File: config.mk
export PLATFORM = sky130hd
export DESIGN_NAME = processor_mc
export DESIGN_NICKNAME = d
export VERILOG_FILES = /design/src/rtl/processor_mc.sv
export SDC_FILE = /design/constraint.sdc
export NUM_CORES = 2
export LEC_CHECK = 0
export CAP_MARGIN = 5
export CORE_ASPECT_RATIO = 2
export CORE_MARGIN = 5
export CORE_UTILIZATION = 40
export CTS_CLUSTER_DIAMETER = 30
export DETAILED_ROUTE_END_ITERATION = 6
export GPL_TIMING_DRIVEN = 0
export PLACE_DENSITY = 0.59
export SETUP_SLACK_MARGIN = 0.2
export SYNTH_ARGS = -nofsm -noshare
export SYNTH_HDL_FRONTEND = slang
export SYNTH_SLANG_ARGS = --single-unit
export TNS_END_PERCENT = 50
File: constraint.sdc
create_clock -name clk -period 4.1 [get_ports clk]
set_input_delay 0.41 -clock clk [delete_from_list [all_inputs] [get_ports clk]]
set_output_delay 0.41 -clock clk [all_outputs]
set_load 0.02 [all_outputs]
File: src/rtl/processor_mc.sv
// Multi-cycle MIPS-subset core on a single unified memory bus with a ready handshake.
// Every bus output is registered and is computed from the next-state values.
module processor_mc #(
    parameter logic [31:0] RESET_PC = 32'h0000_0000,
    parameter int unsigned TIMEOUT  = 16
) (
    input  logic        clk,
    input  logic        rst_n,
    input  logic        en,
    output logic [31:0] mem_addr,
    output logic [31:0] mem_wdata,
    input  logic [31:0] mem_rdata,
    output logic        mem_read,
    output logic        mem_write,
    input  logic        mem_ready,
    output logic [31:0] pc_out,
    output logic        halted,
    output logic        error
);

    typedef enum logic [2:0] {
        ST_FETCH  = 3'd0,
        ST_DECODE = 3'd1,
        ST_EXEC   = 3'd2,
        ST_MEM    = 3'd3,
        ST_WB     = 3'd4,
        ST_HALT   = 3'd5,
        ST_ERROR  = 3'd6
    } state_t;

    localparam logic [5:0] OP_RTYPE = 6'h00;
    localparam logic [5:0] OP_J     = 6'h02;
    localparam logic [5:0] OP_BEQ   = 6'h04;
    localparam logic [5:0] OP_ADDI  = 6'h08;
    localparam logic [5:0] OP_LW    = 6'h23;
    localparam logic [5:0] OP_SW    = 6'h2B;
    localparam logic [5:0] F_ADD    = 6'h20;
    localparam logic [5:0] F_SUB    = 6'h22;
    localparam logic [5:0] F_AND    = 6'h24;
    localparam logic [5:0] F_OR     = 6'h25;
    localparam logic [5:0] F_SLT    = 6'h2A;

    localparam logic [31:0] TIMEOUT_LAST = (TIMEOUT == 32'd0) ? 32'd0 : (TIMEOUT - 32'd1);

    function automatic logic insn_supported(input logic [5:0] op, input logic [5:0] fn);
        logic ok;
        case (op)
            OP_RTYPE: begin
                case (fn)
                    F_ADD, F_SUB, F_AND, F_OR, F_SLT: ok = 1'b1;
                    default:                          ok = 1'b0;
                endcase
            end
            OP_ADDI, OP_LW, OP_SW, OP_BEQ, OP_J: ok = 1'b1;
            default:                             ok = 1'b0;
        endcase
        return ok;
    endfunction

    function automatic logic [31:0] alu_rtype(input logic [5:0] fn, input logic [31:0] a,
                                              input logic [31:0] b);
        logic [31:0] r;
        case (fn)
            F_ADD:   r = a + b;
            F_SUB:   r = a - b;
            F_AND:   r = a & b;
            F_OR:    r = a | b;
            F_SLT:   r = ($signed(a) < $signed(b)) ? 32'd1 : 32'd0;
            default: r = 32'd0;
        endcase
        return r;
    endfunction

    state_t      state_r, state_n_s;
    logic [31:0] pc_r, pc_n_s;
    logic [31:0] ir_r, ir_n_s;
    logic [31:0] a_r, a_n_s;
    logic [31:0] b_r, b_n_s;
    logic [31:0] alu_out_r, alu_n_s;
    logic [31:0] mdr_r, mdr_n_s;
    logic [31:0] wait_cnt_r, wait_n_s;
    logic [31:0] regs_r [32];

    logic        mem_read_r, mem_read_n_s;
    logic        mem_write_r, mem_write_n_s;
    logic [31:0] mem_addr_r, mem_addr_n_s;
    logic [31:0] mem_wdata_r, mem_wdata_n_s;
    logic        halted_r, error_r;

    logic        rf_we_s;
    logic [4:0]  rf_waddr_s;
    logic [31:0] rf_wdata_s;

    logic [5:0]  opcode_s, funct_s;
    logic [4:0]  rs_s, rt_s, rd_s;
    logic [31:0] imm_sext_s, ea_s, rs_val_s, rt_val_s;
    logic        timeout_hit_s;

    assign opcode_s   = ir_r[31:26];
    assign rs_s       = ir_r[25:21];
    assign rt_s       = ir_r[20:16];
    assign rd_s       = ir_r[15:11];
    assign funct_s    = ir_r[5:0];
    assign imm_sext_s = {{16{ir_r[15]}}, ir_r[15:0]};
    assign ea_s       = a_r + imm_sext_s;
    assign rs_val_s   = (rs_s == 5'd0) ? 32'd0 : regs_r[rs_s];
    assign rt_val_s   = (rt_s == 5'd0) ? 32'd0 : regs_r[rt_s];
    assign timeout_hit_s = (TIMEOUT != 32'd0) && (wait_cnt_r == TIMEOUT_LAST);

    // Next-state, datapath and registered-output next values.
    always_comb begin
        state_n_s  = state_r;
        pc_n_s     = pc_r;
        ir_n_s     = ir_r;
        a_n_s      = a_r;
        b_n_s      = b_r;
        alu_n_s    = alu_out_r;
        mdr_n_s    = mdr_r;
        wait_n_s   = wait_cnt_r;
        rf_we_s    = 1'b0;
        rf_waddr_s = 5'd0;
        rf_wdata_s = 32'd0;

        case (state_r)
            ST_FETCH: begin
                if (mem_ready) begin
                    ir_n_s    = mem_rdata;
                    pc_n_s    = pc_r + 32'd4;
                    wait_n_s  = 32'd0;
                    state_n_s = ST_DECODE;
                end else if (timeout_hit_s) begin
                    state_n_s = ST_ERROR;
                end else begin
                    wait_n_s = wait_cnt_r + 32'd1;
                end
            end
            ST_DECODE: begin
                a_n_s = rs_val_s;
                b_n_s = rt_val_s;
                if (insn_supported(opcode_s, funct_s)) begin
                    state_n_s = ST_EXEC;
                end else begin
                    state_n_s = ST_HALT;
                end
            end
            ST_EXEC: begin
                case (opcode_s)
                    OP_RTYPE: begin
                        alu_n_s   = alu_rtype(funct_s, a_r, b_r);
                        state_n_s = ST_WB;
                    end
                    OP_ADDI: begin
                        alu_n_s   = ea_s;
                        state_n_s = ST_WB;
                    end
                    OP_LW, OP_SW: begin
                        alu_n_s = ea_s;
                        // A misaligned address never reaches the bus.
                        if (ea_s[1:0] != 2'b00) begin
                            state_n_s = ST_ERROR;
                        end else begin
                            state_n_s = ST_MEM;
                        end
                    end
                    OP_BEQ: begin
                        if (a_r == b_r) begin
                            pc_n_s = pc_r + {imm_sext_s[29:0], 2'b00};
                        end else begin
                            pc_n_s = pc_r;
                        end
                        state_n_s = ST_FETCH;
                    end
                    OP_J: begin
                        pc_n_s    = {pc_r[31:28], ir_r[25:0], 2'b00};
                        state_n_s = ST_FETCH;
                    end
                    default: state_n_s = ST_HALT;
                endcase
            end
            ST_MEM: begin
                if (mem_ready) begin
                    wait_n_s = 32'd0;
                    if (opcode_s == OP_LW) begin
                        mdr_n_s   = mem_rdata;
                        state_n_s = ST_WB;
                    end else begin
                        state_n_s = ST_FETCH;
                    end
                end else if (timeout_hit_s) begin
                    state_n_s = ST_ERROR;
                end else begin
                    wait_n_s = wait_cnt_r + 32'd1;
                end
            end
            ST_WB: begin
                rf_we_s   = 1'b1;
                state_n_s = ST_FETCH;
                case (opcode_s)
                    OP_RTYPE: begin
                        rf_waddr_s = rd_s;
                        rf_wdata_s = alu_out_r;
                    end
                    OP_LW: begin
                        rf_waddr_s = rt_s;
                        rf_wdata_s = mdr_r;
                    end
                    default: begin
                        rf_waddr_s = rt_s;
                        rf_wdata_s = alu_out_r;
                    end
                endcase
            end
            ST_HALT:  state_n_s = ST_HALT;
            ST_ERROR: state_n_s = ST_ERROR;
            default:  state_n_s = ST_ERROR;
        endcase

        mem_read_n_s  = (state_n_s == ST_FETCH) || ((state_n_s == ST_MEM) && (opcode_s == OP_LW));
        mem_write_n_s = (state_n_s == ST_MEM) && (opcode_s == OP_SW);
        if (state_n_s == ST_FETCH) begin
            mem_addr_n_s = pc_n_s;
        end else if (state_n_s == ST_MEM) begin
            mem_addr_n_s = alu_n_s;
        end else begin
            mem_addr_n_s = mem_addr_r;
        end
        if (mem_write_n_s) begin
            mem_wdata_n_s = b_r;
        end else begin
            mem_wdata_n_s = mem_wdata_r;
        end
    end

    // State, datapath, register file and bus registers; en=0 freezes everything.
    always_ff @(posedge clk) begin
        if (!rst_n) begin
            state_r     <= ST_FETCH;
            pc_r        <= RESET_PC;
            ir_r        <= 32'd0;
            a_r         <= 32'd0;
            b_r         <= 32'd0;
            alu_out_r   <= 32'd0;
            mdr_r       <= 32'd0;
            wait_cnt_r  <= 32'd0;
            mem_read_r  <= 1'b1;
            mem_write_r <= 1'b0;
            mem_addr_r  <= RESET_PC;
            mem_wdata_r <= 32'd0;
            halted_r    <= 1'b0;
            error_r     <= 1'b0;
            for (int i = 0; i < 32; i++) begin
                regs_r[i[4:0]] <= 32'd0;
            end
        end else if (en) begin
            state_r     <= state_n_s;
            pc_r        <= pc_n_s;
            ir_r        <= ir_n_s;
            a_r         <= a_n_s;
            b_r         <= b_n_s;
            alu_out_r   <= alu_n_s;
            mdr_r       <= mdr_n_s;
            wait_cnt_r  <= wait_n_s;
            mem_read_r  <= mem_read_n_s;
            mem_write_r <= mem_write_n_s;
            mem_addr_r  <= mem_addr_n_s;
            mem_wdata_r <= mem_wdata_n_s;
            halted_r    <= (state_n_s == ST_HALT);
            error_r     <= (state_n_s == ST_ERROR);
            if (rf_we_s && (rf_waddr_s != 5'd0)) begin
                regs_r[rf_waddr_s] <= rf_wdata_s;
            end
        end
    end

    assign mem_addr  = mem_addr_r;
    assign mem_wdata = mem_wdata_r;
    assign mem_read  = mem_read_r;
    assign mem_write = mem_write_r;
    assign pc_out    = pc_r;
    assign halted    = halted_r;
    assign error     = error_r;

endmodule
==> out/metrics.cfg <==
[clock_tree]
cts_made_buffers = 196
clkTransAtPathRegs_ps = 60
cts_num_sinks = 1329
h-tree-depth = 4
clock-root-buffer = clkbuf_16
cts_tree = yes
clk_latency_ps = 850
clockBufferDepth = 4

[min_path]
min_path_type = in -> reg

[global_route]
grt_pass1_vias = 60700
antenna_found_initial = 26
grt_use_met2 = 0.629
grtUsageTotal = 0.341
busiest_layer = met2
grt_pass1_wl_um = 455000
gr-usage-met3 = 0.0902
gr-total-overflow = 0
grt_max_degree = 31
met1_usage = 0.262

[sta]
slew_violations = 11
fin_crit_sh = 1.01
fmax_mhz = 242
relSlewSlack = -0.00493
worst_pin_slew_ps = 1510
rsz0062_at_grt = yes
finalClockSkew_ps = 55.3
setup_viol = 16
min_period_ps = 4130
hold_violations = 0
fin_ws_ps = -28.5

[power]
ir_drop_uv = 355
total_power_mw = 37.3
leakage_nw = 29.4
p_per_area_nw_per_um2 = 421

[job]
timing.max_cap.violations = 1

[layout]
final_util = 0.486
area_delta_synth_final_pct = 21.0
final_common_cell = nor2_1
layout-drive-gt1-share = 0.245
final_cell_mix = nor2_1 (1411), edfxtp_1 (1024), mux4_2 (640), clkbuf_1 (358), nand2_1 (353)
nets = 6858

[critical_path]
crit_path_start_kind = flop
crit_arrival_ps = 4610
required_ps = 4580
cp-end-kind = flop
path_max_fanout = 28
critical_path_class = reg -> reg

[placed_design]
post-dp-hpwl_um = 269000
pre_cts_ws_ps = -2770
port_buffers = 134
place_congestion = 1.05

[synth]
synth_cells = 6138
synthesis.area_sq_um = 73400
synth-seq-cells = 1329
synth_cell_types = 101
synth_area_per_cell_sq_um = 12.0
synth-seq-area-share = 0.502
synth-edff-count = 1024
synth_top_flop_cell = edfxtp_1
ys_async_sr_fraction = 0
ys_warn_count = 0

[routing]
drcViolationCount = 0
firstDrtPassIters = 5
vias_per_cell = 6.26
ant_nets = 0
routed_wl_um = 334000
vias = 57500
drtIter0Drc = 5360
drt-wirelength-per-cell_um = 36.3

[die]
die_h_um = 616
core_area_sq_um = 183000
io_pins = 136
die_w_um = 313
fp-row-count = 222
die_area_sq_um = 193000
start_util = 0.401

[run_status]
outcome = finished with violations
violations = capacitance limit, slew limit, setup timing

==> path summary, 6_finish.rpt <==
kind	from	to	slack, ps	cells after the start
setup / recovery	ir_r[27]$_SDFFE_PN0P_	regs_r[3][8]$_SDFFCE_PN0P_	-30	10
hold reg to reg	mdr_r[7]$_SDFFE_PN0P_	mdr_r[7]$_SDFFE_PN0P_	460	2
setup reg to reg	ir_r[27]$_SDFFE_PN0P_	regs_r[3][8]$_SDFFCE_PN0P_	-30	10
hold / removal	mem_rdata[8]	mdr_r[8]$_SDFFE_PN0P_	200	3
==> routing by layer <==
| metal | routed length, um | share of wire | vias to the layer above |
|---|---|---|---|
| met1 | 84900 | 0.25 | 28600 |
| li1 | - | - | 24100 |
| met5 | 84 | 0.00025 | - |
| met3 | 22300 | 0.067 | 1592 |
| met4 | 47900 | 0.14 | 12 |
| met2 | 179000 | 0.54 | 3238 |
==> Yosys cell counts (all sizes together), types with 64 or more instances <==
library cell / instances / share of area
a21oi: 338 / 0.023
buf: 91 / 0.0056
clkbuf: 432 / 0.022
dfxtp: 305 / 0.083
edfxtp: 1024 / 0.42
ha: 170 / 0.029
inv: 109 / 0.0056
mux2i: 136 / 0.019
mux4: 640 / 0.20
nand2: 419 / 0.022
nand3: 68 / 0.0048
nor2: 1430 / 0.073
nor3: 64 / 0.0045
o21ai: 166 / 0.011
==> layout make-up <==
cell class,instances,area [sq um]
plain buffers,521,2420
repair buffers,283,3310
clock buffers,222,5200
multi-input cells,4206,36100
flip-flops and latches,1329,37000
clock inverters,131,1330
fillers,16300,94000
diodes,32,80.1
well taps,2352,2940
inverters,111,430
==> stage by stage <==
stage | area (sq um) | instances | setup TNS [ps] | hold WS (ps)
after floorplan | 73500 | 6169 | 0 | 434
after global placement | 77800 | 8655 | -3880530 | 440
after detailed placement | 78700 | 8697 | -1377730 | 448
after CTS | 87200 | 9096 | 0 | 192
after global routing | 88700 | 9160 | -19.2 | 232
final | 88800 | 9187 | -282 | 201
==> critical path, cell delays in order, from the launching register on <==
cell and delay [ps]:
dfxtp_1 310, buf_2 230, nor2_2 360, nand2_2 260, mux2i_2 440, nor2_1 210
nor3_1 480, nand2_1 430, clkbuf_1 440, nand2_2 290, buf_12 230
==> sequential cells by signal, summed over array words and instances (netlist names), named ones only <==
name and count:
state_r 3, alu_out_r 32, mem_read 1, mem_write 1, mem_addr 32, halted 1, mem_wdata 32, mdr_r 32
regs_r 1024, wait_cnt_r 32, ir_r 32, error 1, a_r 32, pc_out 32, b_r 32
==> timing repair <==
action,4_1_cts,5_1_grt
pin swaps,64,66
cloned,0,5
setup endpoints to repair,2151,1035
hold buffers,0,0
buffers inserted,46,53
gates resized for setup,399,232
==> report_power, final <==
| part | total, mW | switching [mW] | internal (mW) |
|---|---|---|---|
| sequential | 15.3 | 0.356 | 14.9 |
| combinational | 5.04 | 3.11 | 1.94 |
| clock | 17.0 | 6.96 | 10.1 |
| total | 37.3 | 10.4 | 26.9 |
==> cells by family (layout without fill, tap and decap cells) <==
group / Yosys count / after routing / synth area share
mux: 818 / 818 / 0.221
flops: 1329 / 1329 / 0.502
simple gates: 2193 / 2193 / 0.124
buf+inv: 634 / 1268 / 0.0334
fa+ha+maj: 175 / 175 / 0.0302
xor+xnor: 112 / 112 / 0.0134
other cells: 1 / 64 / 0.0000511
compound gates: 876 / 876 / 0.0754
Note: power is estimated with default switching activity, not from simulation.
